===== config.mk =====
export PLATFORM = sky130hd
export DESIGN_NAME = draw_player_flat
export DESIGN_NICKNAME = d
export VERILOG_FILES = /design/src/rtl/vga_pkg.sv /design/src/rtl/vga_if.sv /design/src/rtl/player_ctl.sv /design/src/rtl/draw_player.sv /design/src/flat_wrapper.sv
export SDC_FILE = /design/constraint.sdc
export NUM_CORES = 1
export LEC_CHECK = 0
export BUFFER_PORTS_ARGS = -buffer_cell sky130_fd_sc_hd__buf_4
export CORE_ASPECT_RATIO = 1.4
export CORE_MARGIN = 2
export CORE_UTILIZATION = 35
export CTS_BUF_LIST = sky130_fd_sc_hd__clkbuf_8
export DETAILED_ROUTE_END_ITERATION = 8
export SYNTH_ARGS = -nofsm -noshare
export SYNTH_HDL_FRONTEND = slang
export SYNTH_SLANG_ARGS = --single-unit

===== constraint.sdc =====
create_clock -name clk -period 5.5 [get_ports clk]
set_clock_uncertainty 0.2 [all_clocks]
set_input_delay 0.275 -clock clk [delete_from_list [all_inputs] [get_ports clk]]
set_output_delay 0.275 -clock clk [all_outputs]
set_load 0.01 [all_outputs]

===== src/rtl/vga_pkg.sv =====
// rtl/vga_pkg.sv - shared VGA geometry, game colours and player paddle defaults
package vga_pkg;

  localparam int HOR_PIXELS = 800;
  localparam int VER_PIXELS = 600;

  localparam logic [11:0] GAME_BG_COLOR = 12'h024;
  localparam logic [11:0] PLAYER_COLOR  = 12'hfa0;

  // Paddle geometry shared with the collision logic
  localparam int PLAYER_W_DEF    = 64;
  localparam int PLAYER_H_DEF    = 16;
  localparam int PLAYER_Y_DEF    = 560;
  localparam int PLAYER_STEP_DEF = 4;

endpackage


===== src/rtl/vga_if.sv =====
// rtl/vga_if.sv - VGA timing plus 12-bit rgb bundle passed between draw stages
interface vga_if;

  logic [10:0] vcount;
  logic [10:0] hcount;
  logic        vsync;
  logic        vblnk;
  logic        hsync;
  logic        hblnk;
  logic [11:0] rgb;

  modport in  (input  vcount, hcount, vsync, vblnk, hsync, hblnk, rgb);
  modport out (output vcount, hcount, vsync, vblnk, hsync, hblnk, rgb);

endinterface


===== src/rtl/player_ctl.sv =====
// rtl/player_ctl.sv - frame tick detect and clamped paddle x position register
module player_ctl
  import vga_pkg::*;
#(
  parameter int STEP   = PLAYER_STEP_DEF,
  parameter int X_INIT = (HOR_PIXELS - PLAYER_W_DEF) / 2,
  parameter int X_MAX  = HOR_PIXELS - PLAYER_W_DEF
) (
  input  logic        clk,
  input  logic        rst,
  input  logic        vblnk,
  input  logic        btn_left,
  input  logic        btn_right,
  output logic [10:0] player_x
);

  localparam logic [11:0] STEP12  = 12'(STEP);
  localparam logic [11:0] X_MAX12 = 12'(X_MAX);

  logic        vblnk_d;
  logic        tick;
  logic [11:0] sum_right;
  logic [10:0] x_right;
  logic [10:0] x_left;
  logic [10:0] x_nxt;

  assign tick = vblnk & ~vblnk_d;

  // Next position: right saturates at the screen edge, left saturates at 0
  always_comb begin
    sum_right = {1'b0, player_x} + STEP12;
    x_right   = (sum_right > X_MAX12) ? X_MAX12[10:0] : sum_right[10:0];
    x_left    = ({1'b0, player_x} < STEP12) ? 11'd0 : player_x - STEP12[10:0];
    x_nxt     = player_x;
    if (btn_right && !btn_left) begin
      x_nxt = x_right;
    end else if (btn_left && !btn_right) begin
      x_nxt = x_left;
    end
  end

  // vblnk_d resets high so leaving reset inside vblank does not look like a rising edge
  always_ff @(posedge clk) begin
    if (rst) begin
      vblnk_d  <= 1'b1;
      player_x <= 11'(X_INIT);
    end else begin
      vblnk_d <= vblnk;
      if (tick) begin
        player_x <= x_nxt;
      end
    end
  end

endmodule


===== src/rtl/draw_player.sv =====
// rtl/draw_player.sv - paints the player paddle over the background with one cycle latency
module draw_player
  import vga_pkg::*;
#(
  parameter int PLAYER_W = PLAYER_W_DEF,
  parameter int PLAYER_H = PLAYER_H_DEF,
  parameter int PLAYER_Y = PLAYER_Y_DEF,
  parameter int STEP     = PLAYER_STEP_DEF,
  parameter int X_INIT   = (HOR_PIXELS - PLAYER_W) / 2
) (
  input  logic        clk,
  input  logic        rst,
  input  logic        btn_left,
  input  logic        btn_right,
  vga_if.in           in,
  vga_if.out          out,
  output logic [10:0] player_x
);

  localparam logic [10:0] Y_TOP = 11'(PLAYER_Y);
  localparam logic [10:0] Y_BOT = 11'(PLAYER_Y + PLAYER_H - 1);
  localparam logic [11:0] W_M1  = 12'(PLAYER_W - 1);

  logic [11:0] x_lo;
  logic [11:0] x_hi;
  logic [11:0] hcount_ext;
  logic        hit;
  logic [11:0] rgb_nxt;

  player_ctl #(
    .STEP   (STEP),
    .X_INIT (X_INIT),
    .X_MAX  (HOR_PIXELS - PLAYER_W)
  ) u_player_ctl (
    .clk       (clk),
    .rst       (rst),
    .vblnk     (in.vblnk),
    .btn_left  (btn_left),
    .btn_right (btn_right),
    .player_x  (player_x)
  );

  // Rectangle test done in 12 bits so the right edge never wraps
  always_comb begin
    x_lo       = {1'b0, player_x};
    x_hi       = x_lo + W_M1;
    hcount_ext = {1'b0, in.hcount};
    hit        = (hcount_ext >= x_lo) && (hcount_ext <= x_hi) &&
                 (in.vcount >= Y_TOP) && (in.vcount <= Y_BOT) &&
                 !in.hblnk && !in.vblnk;
    rgb_nxt    = hit ? PLAYER_COLOR : in.rgb;
  end

  // Output register stage: timing delayed one clock, rgb with paddle applied
  always_ff @(posedge clk) begin
    if (rst) begin
      out.vcount <= '0;
      out.hcount <= '0;
      out.vsync  <= 1'b0;
      out.vblnk  <= 1'b0;
      out.hsync  <= 1'b0;
      out.hblnk  <= 1'b0;
      out.rgb    <= '0;
    end else begin
      out.vcount <= in.vcount;
      out.hcount <= in.hcount;
      out.vsync  <= in.vsync;
      out.vblnk  <= in.vblnk;
      out.hsync  <= in.hsync;
      out.hblnk  <= in.hblnk;
      out.rgb    <= rgb_nxt;
    end
  end

endmodule


===== src/flat_wrapper.sv =====
// flat-port wrapper written by rule: the top's interface ports become plain ports
module draw_player_flat import vga_pkg::*;
#(
  parameter int PLAYER_W = PLAYER_W_DEF,
  parameter int PLAYER_H = PLAYER_H_DEF,
  parameter int PLAYER_Y = PLAYER_Y_DEF,
  parameter int STEP     = PLAYER_STEP_DEF,
  parameter int X_INIT   = (HOR_PIXELS - PLAYER_W) / 2
)
  (clk, rst, btn_left, btn_right, player_x, in_vcount, in_hcount, in_vsync, in_vblnk, in_hsync, in_hblnk, in_rgb, out_vcount, out_hcount, out_vsync, out_vblnk, out_hsync, out_hblnk, out_rgb);
  vga_if in_i ();
  vga_if out_i ();
  input  logic clk;
  input  logic rst;
  input  logic btn_left;
  input  logic btn_right;
  output logic [10:0] player_x;
  input wire logic [$bits(in_i.vcount)-1:0] in_vcount;
  input wire logic [$bits(in_i.hcount)-1:0] in_hcount;
  input wire logic [$bits(in_i.vsync)-1:0] in_vsync;
  input wire logic [$bits(in_i.vblnk)-1:0] in_vblnk;
  input wire logic [$bits(in_i.hsync)-1:0] in_hsync;
  input wire logic [$bits(in_i.hblnk)-1:0] in_hblnk;
  input wire logic [$bits(in_i.rgb)-1:0] in_rgb;
  output wire logic [$bits(out_i.vcount)-1:0] out_vcount;
  output wire logic [$bits(out_i.hcount)-1:0] out_hcount;
  output wire logic [$bits(out_i.vsync)-1:0] out_vsync;
  output wire logic [$bits(out_i.vblnk)-1:0] out_vblnk;
  output wire logic [$bits(out_i.hsync)-1:0] out_hsync;
  output wire logic [$bits(out_i.hblnk)-1:0] out_hblnk;
  output wire logic [$bits(out_i.rgb)-1:0] out_rgb;
  assign in_i.vcount = in_vcount;
  assign in_i.hcount = in_hcount;
  assign in_i.vsync = in_vsync;
  assign in_i.vblnk = in_vblnk;
  assign in_i.hsync = in_hsync;
  assign in_i.hblnk = in_hblnk;
  assign in_i.rgb = in_rgb;
  assign out_vcount = out_i.vcount;
  assign out_hcount = out_i.hcount;
  assign out_vsync = out_i.vsync;
  assign out_vblnk = out_i.vblnk;
  assign out_hsync = out_i.hsync;
  assign out_hblnk = out_i.hblnk;
  assign out_rgb = out_i.rgb;
  draw_player #(.PLAYER_W(PLAYER_W), .PLAYER_H(PLAYER_H), .PLAYER_Y(PLAYER_Y), .STEP(STEP), .X_INIT(X_INIT)) u_core (.clk(clk), .rst(rst), .btn_left(btn_left), .btn_right(btn_right), .in(in_i), .out(out_i), .player_x(player_x));
endmodule

# ---- After elaboration in Yosys (flattened, before gate mapping)
# Index checks and enable logic that the tools add are counted.
# Widths: inputs -> output; s select.
dict set report op_classes {
  n_addsub 3
  order_cmp 6
  muxes 5
  bitwise_logic 2
  n_reduce_logical 14
}
# operator n
set ops {}
lappend ops {{$mux 11} 4}
lappend ops {{$add 11x3->12 const B} 1}
lappend ops {{$add 11x6->12 const B} 1}
lappend ops {{$gt 12x10->1 const B} 1}
lappend ops {{$le 11x12->1} 1}
lappend ops {{$mux 12} 1}
lappend ops {{$ge 11x10->1 const B} 1}
lappend ops {{$ge 11x11->1} 1}
lappend ops {{$le 11x10->1 const B} 1}
lappend ops {{$lt 11x3->1 const B} 1}
lappend ops {{$sub 11x3->11 const B} 1}
lappend ops {{$logic_and 1x1->1} 7}
lappend ops {{$logic_not 1->1} 4}
lappend ops {{$reduce_and 2->1} 1}
lappend ops {{$reduce_bool 2->1} 1}
lappend ops {{$reduce_or 2->1} 1}
lappend ops {{$and 1x1->1} 1}
lappend ops {{$not 1->1} 1}
dict set report word_totals {
  register_bits 50
  in_bits 42
  out_inout_bits 49
  word_cells 40
}

# ---- Longest topological paths before layout
dict set report logic_depth {
  depth_word 8
  ltp_mapped 13
  ltp_nobuf 12
}

# ---- Hierarchy
# A second synthesis with hierarchy kept.
dict set report hier_totals {
  hier_cells 300
  hier_area_um2 2657.5
}
# mod n_inst cells_each area_per_inst_um2 seq_area_each_um2
set by_module_without_submodules {}
lappend by_module_without_submodules {draw_player 1 181 1793.0 760.7}
lappend by_module_without_submodules {player_ctl 1 119 864.6 200.2}

# ---- Worst setup path after synthesis
# No wires, ideal clock.
dict set report synth_path {
  path_kind {reg-to-reg}
  start {register u_core.u_player_ctl.player_x[2]}
  end {register u_core.out.rgb[0]}
  setup_time_ns 0.115
  t_arrival_ns 2.892
  required_time_ns 5.185
  slack_ns 2.293
  stages_incl_launch_ff 14
  n_path_buf 1
  synth_period_minus_slack_ns 3.207
  cell_sequence {dfxtp_1 > buf_2 > inv_1 > ha_1 > and3_1 > nor3_1 > xnor2_1 > ha_1 > nand4_1 > or4_1 > o221a_2 > a221oi_2 > nor2_2 > and2_1}
}
dict set report synth_between {
  elab_chain_cells 8
  elab_cells_between_ends 9
  classes_between {1 x add/sub; 2 x order compare; 6 x reduce/logical}
}
# item line_no
set synth_rtl {}
lappend synth_rtl {{start, declared} player_ctl.sv:14} ;# output logic [10:0] player_x
lappend synth_rtl {{start signal, assigned} player_ctl.sv:46} ;# player_x <= 11'(X_INIT);
lappend synth_rtl {{start signal, assigned} player_ctl.sv:50} ;# player_x <= x_nxt;
lappend synth_rtl {{$add 11x6->12} draw_player.sv:46} ;# x_hi = x_lo + W_M1;
lappend synth_rtl {{$le 11x12->1} draw_player.sv:48} ;# hit = (hcount_ext >= x_lo) && (hcount_ext <= x_hi) &&
lappend synth_rtl {{$logic_and 1x1->1 (*) (2 in series)} draw_player.sv:48}
lappend synth_rtl {{$logic_and 1x1->1 (*) (2 in series)} draw_player.sv:49} ;# (in.vcount >= Y_TOP) && (in.vcount <= Y_BOT) &&
lappend synth_rtl {{$logic_and 1x1->1 (*)} draw_player.sv:50} ;# !in.hblnk && !in.vblnk;
lappend synth_rtl {{$reduce_or 2->1 (no line) (*)} -}
lappend synth_rtl {{end signal, assigned} draw_player.sv:71} ;# out.rgb <= rgb_nxt;
lappend synth_rtl {{end, declared} vga_if.sv:13} ;# modport out (output vcount, hcount, vsync, vblnk, hsync, hblnk, rgb);
# Every way passes the cells marked *; elsewhere a longest branch is shown, timed or not.
# A chain may end at the register's enable or synchronous reset.

# ---- Worst setup path after layout
dict set report layout_path {
  start {register u_core.u_player_ctl.player_x[2]}
  end {register u_core.out.rgb[3]}
}
# Same word-level chain as after synthesis.

==> impl_metrics.ini <==
[route]
routed_wl_mm = 6.839
final_antenna_net_count = 0
dr.pass1.iters = 4
vias = 2326
dr.first_iter.drc_count = 88
avgRoutedWirePerCell_um = 14.31
drcViolationCount = 0
via_per_inst = 4.866

[clock_network]
clock-root-buffer = clkbuf_8
cts_hold_buf = 24
cts.clk_slew.worst_paths_ps = 90
insertion_delay_ps = 300
cts.sinks = 48
ctsResizeCount = 0
h-tree-depth = 2
post_cts_buffers = 0
clk_path_buf_depth = 2
cts-buffers-inserted = 5
tritoncts = done

[power]
power_density_nw_per_um2 = 204.9
leakage_uw = 0.001599
irDropWorstVdd_v = 0.0001076

[final_layout]
diodes = 0
final_util = 0.5093
syn_to_final_growth_pct = 40.41
nets = 448
drive_above_1_share = 0.2820

[sta]
max-slew-margin-rel = 0.6115
setup_viol = 0
rsz0062_at_grt = no
setup-tns-final_ps = 0
tightest_slew_ps = 578.6
finalHoldViolations = 0
clock.fmax_mhz = 284.1
finalMaxSlewViolations = 0
period_share = 0.6400
finalWorstSetupSlack_ps = 1980
post-route-min-period_ps = 3520

[synthesis]
synthFlopType = dfxtp_1
synthSimpleGateAreaFrac = 0.2367
netlist_area_um2 = 2532
synth-compound-area-share = 0.1630
synth_top_area_cell = dfxtp_1
synth_seq_area_share = 0.3794
syn_area_per_cell_um2 = 9.044
synth_mux_area_frac = 0.003953
ys_top_cells_by_count = 48 x dfxtp_1, 27 x nor2b_1, 23 x ha_1
synthAdderAreaFrac = 0.1136
ys_top_cells_by_area = dfxtp_1 38%, ha_1 11%, nor2b_1 6.7%, xnor2_1 3.5%, inv_1 2.7%
yosys.cell_count.top_type = dfxtp_1
synth.distinct_cells = 57
yosysWarningCount = 0
async_reset_ff_frac = 0
synth-xor-area-share = 0.03458
postSynthRegisterBits = 48
synth_edf_count = 0
yosysTopAreaCellShare = 0.3794
postSynthCellCount = 280
synth_top_family_by_area = simple AND/OR/NAND/NOR gates

[critical_path]
critPathCaptureType = flop
timing.critical_path.from_type = flop
crit_slowest_cell = dfxtp_1
worstPathMaxFanout = 15
crit_arrival_ps = 3520
max_stage_delay_ps = 610
worstSetupPathType = flop to flop
path_common_cell = ha_1
path_cells = inv_1, ha_1, and3_1, nor3_1, xnor2_1, ha_1, nand4_1, or4_1, o221a_2, a221oi_2, nor2_2, and2_1
critPathRequiredTime_ps = 5500

[global_routing]
antenna_found_initial = 0
grt_max_degree = 47
grt_pass1_vias = 2317
grt_usage = 0.1791
grt_pass1_wl_mm = 11.02
grt_overflow_total = 0

[floorplanning]
num_io_pins = 91
die_x_um = 75.89
initial_core_util = 0.3627
fp.dieH_um = 104.6
die-area_um2 = 7942
core_um2 = 6982
rows = 36

[status]
status = complete, no violations

[place]
pre_cts_ws_ps = 1985
place.gp.congestion = 0.8285
hpwl_mm = 4.949
io_buffers = 88

[hold_path]
hp-class = primary input to flop

[run]
drv_cap = 0
==> flip-flops by register name (all words and copies together) (netlist names), 9 cells and up <==
| signal | cells |
|---|---|
| u_core.out.hcount | 11 |
| u_core.out.rgb | 12 |
| u_core.out.vcount | 11 |
| u_core.u_player_ctl.player_x | 9 |
==> per-layer routing <==
layer,share of wire,routed length (µm),global-route usage
met1,0.38,2594,0.1998
met2,0.54,3688,0.3159
met3,0.043,297,0.02893
met4,0.038,259,0.08271
met5,0,0,0
==> path summary, 6_finish.rpt <==
check / start / to / slack, ps / cells after the start
setup / recovery: u_core.u_player_ctl.player_x[2]$_SDFFE_PP0P_ / u_core.out.rgb[3]$_SDFF_PP0_ / 1980 / 12
hold / removal: in_hcount[2] / u_core.out.hcount[2]$_SDFF_PP0_ / 4 / 2
setup reg to reg: u_core.u_player_ctl.player_x[2]$_SDFFE_PP0P_ / u_core.out.rgb[3]$_SDFF_PP0_ / 1980 / 12
hold reg to reg: u_core.u_player_ctl.player_x[9]$_SDFFE_PP0P_ / u_core.u_player_ctl.player_x[9]$_SDFFE_PP0P_ / 380 / 2
==> report_power, final <==
part / internal (µW) / leakage (µW) / switching [µW] / total (µW)
logic: 76.3 / 0.00115 / 59.8 / 136
clock network: 100 / 0.0000473 / 119 / 220
registers: 364 / 0.000398 / 8.94 / 373
==> cell usage in the layout (no fill, tap or decap), drive strengths merged, types with 2 or more instances in the layout <==
cell         netlist  routed
inv               19      19
nor4               3       3
a21oi             11      11
a21o               6       6
clkbuf             5       6
nor2              10      10
o22ai              2       2
o211ai             5       5
o21a               2       2
dfxtp             48      48
ha                23      23
xnor2             10      10
nand4              8       8
and4               2       2
or3                2       2
nand2b             2       2
nand3              8       8
nand2             15      15
buf               13      89
o31ai              2       2
a221oi             3       3
nor3               8       8
nor2b             27      27
o21ai             13      13
a211oi             4       4
conb               1       2
or4                2       2
and2               9       9
dlygate4sd3        0      24
==> cell type report <==
cell class              instances  area (µm²)
well taps                      95       118.9
clock inverters                 1       8.758
inverters                      19       71.32
flip-flops and latches         48       960.9
fillers                       695        3426
clock buffers                   6       82.58
repair buffers                113       908.4
multi-input cells             196        1405
==> worst max-delay path, delay by kind of cell (launching register included) <==
kind	cells	cell delay, ps
flip-flops	1	610
buffers and inverters	1	200
AND/OR/NAND/NOR	6	1240
adder cells (fa/ha/maj)	2	620
AO/OA/AOI/OAI	2	460
XOR/XNOR	1	100
==> logic make-up after synthesis <==
group / count (synthesis)
and+or+nand+nor: 102
xor gates and xnor gates: 10
AOI/OAI and AO/OA: 58
DFF: 48
buffers and inverters: 37
adders and majority gates: 23
other: 1
muxes: 1
==> stage by stage <==
| step | total power (µW) | cells | hold WS (ps) | cell area, µm² |
|---|---|---|---|---|
| finish | 728.5 | 478 | 3.938 | 3556 |
| CTS | 739.8 | 478 | 1.968 | 3556 |
| floorplan | 442.1 | 281 | 181.6 | 2536 |
| global placement | 502.0 | 447 | 277.6 | 3224 |
| detailed placement | 504.0 | 447 | 280.6 | 3224 |
| global route | 767.1 | 478 | 13.56 | 3556 |
Power figures use the tool's default switching activity.
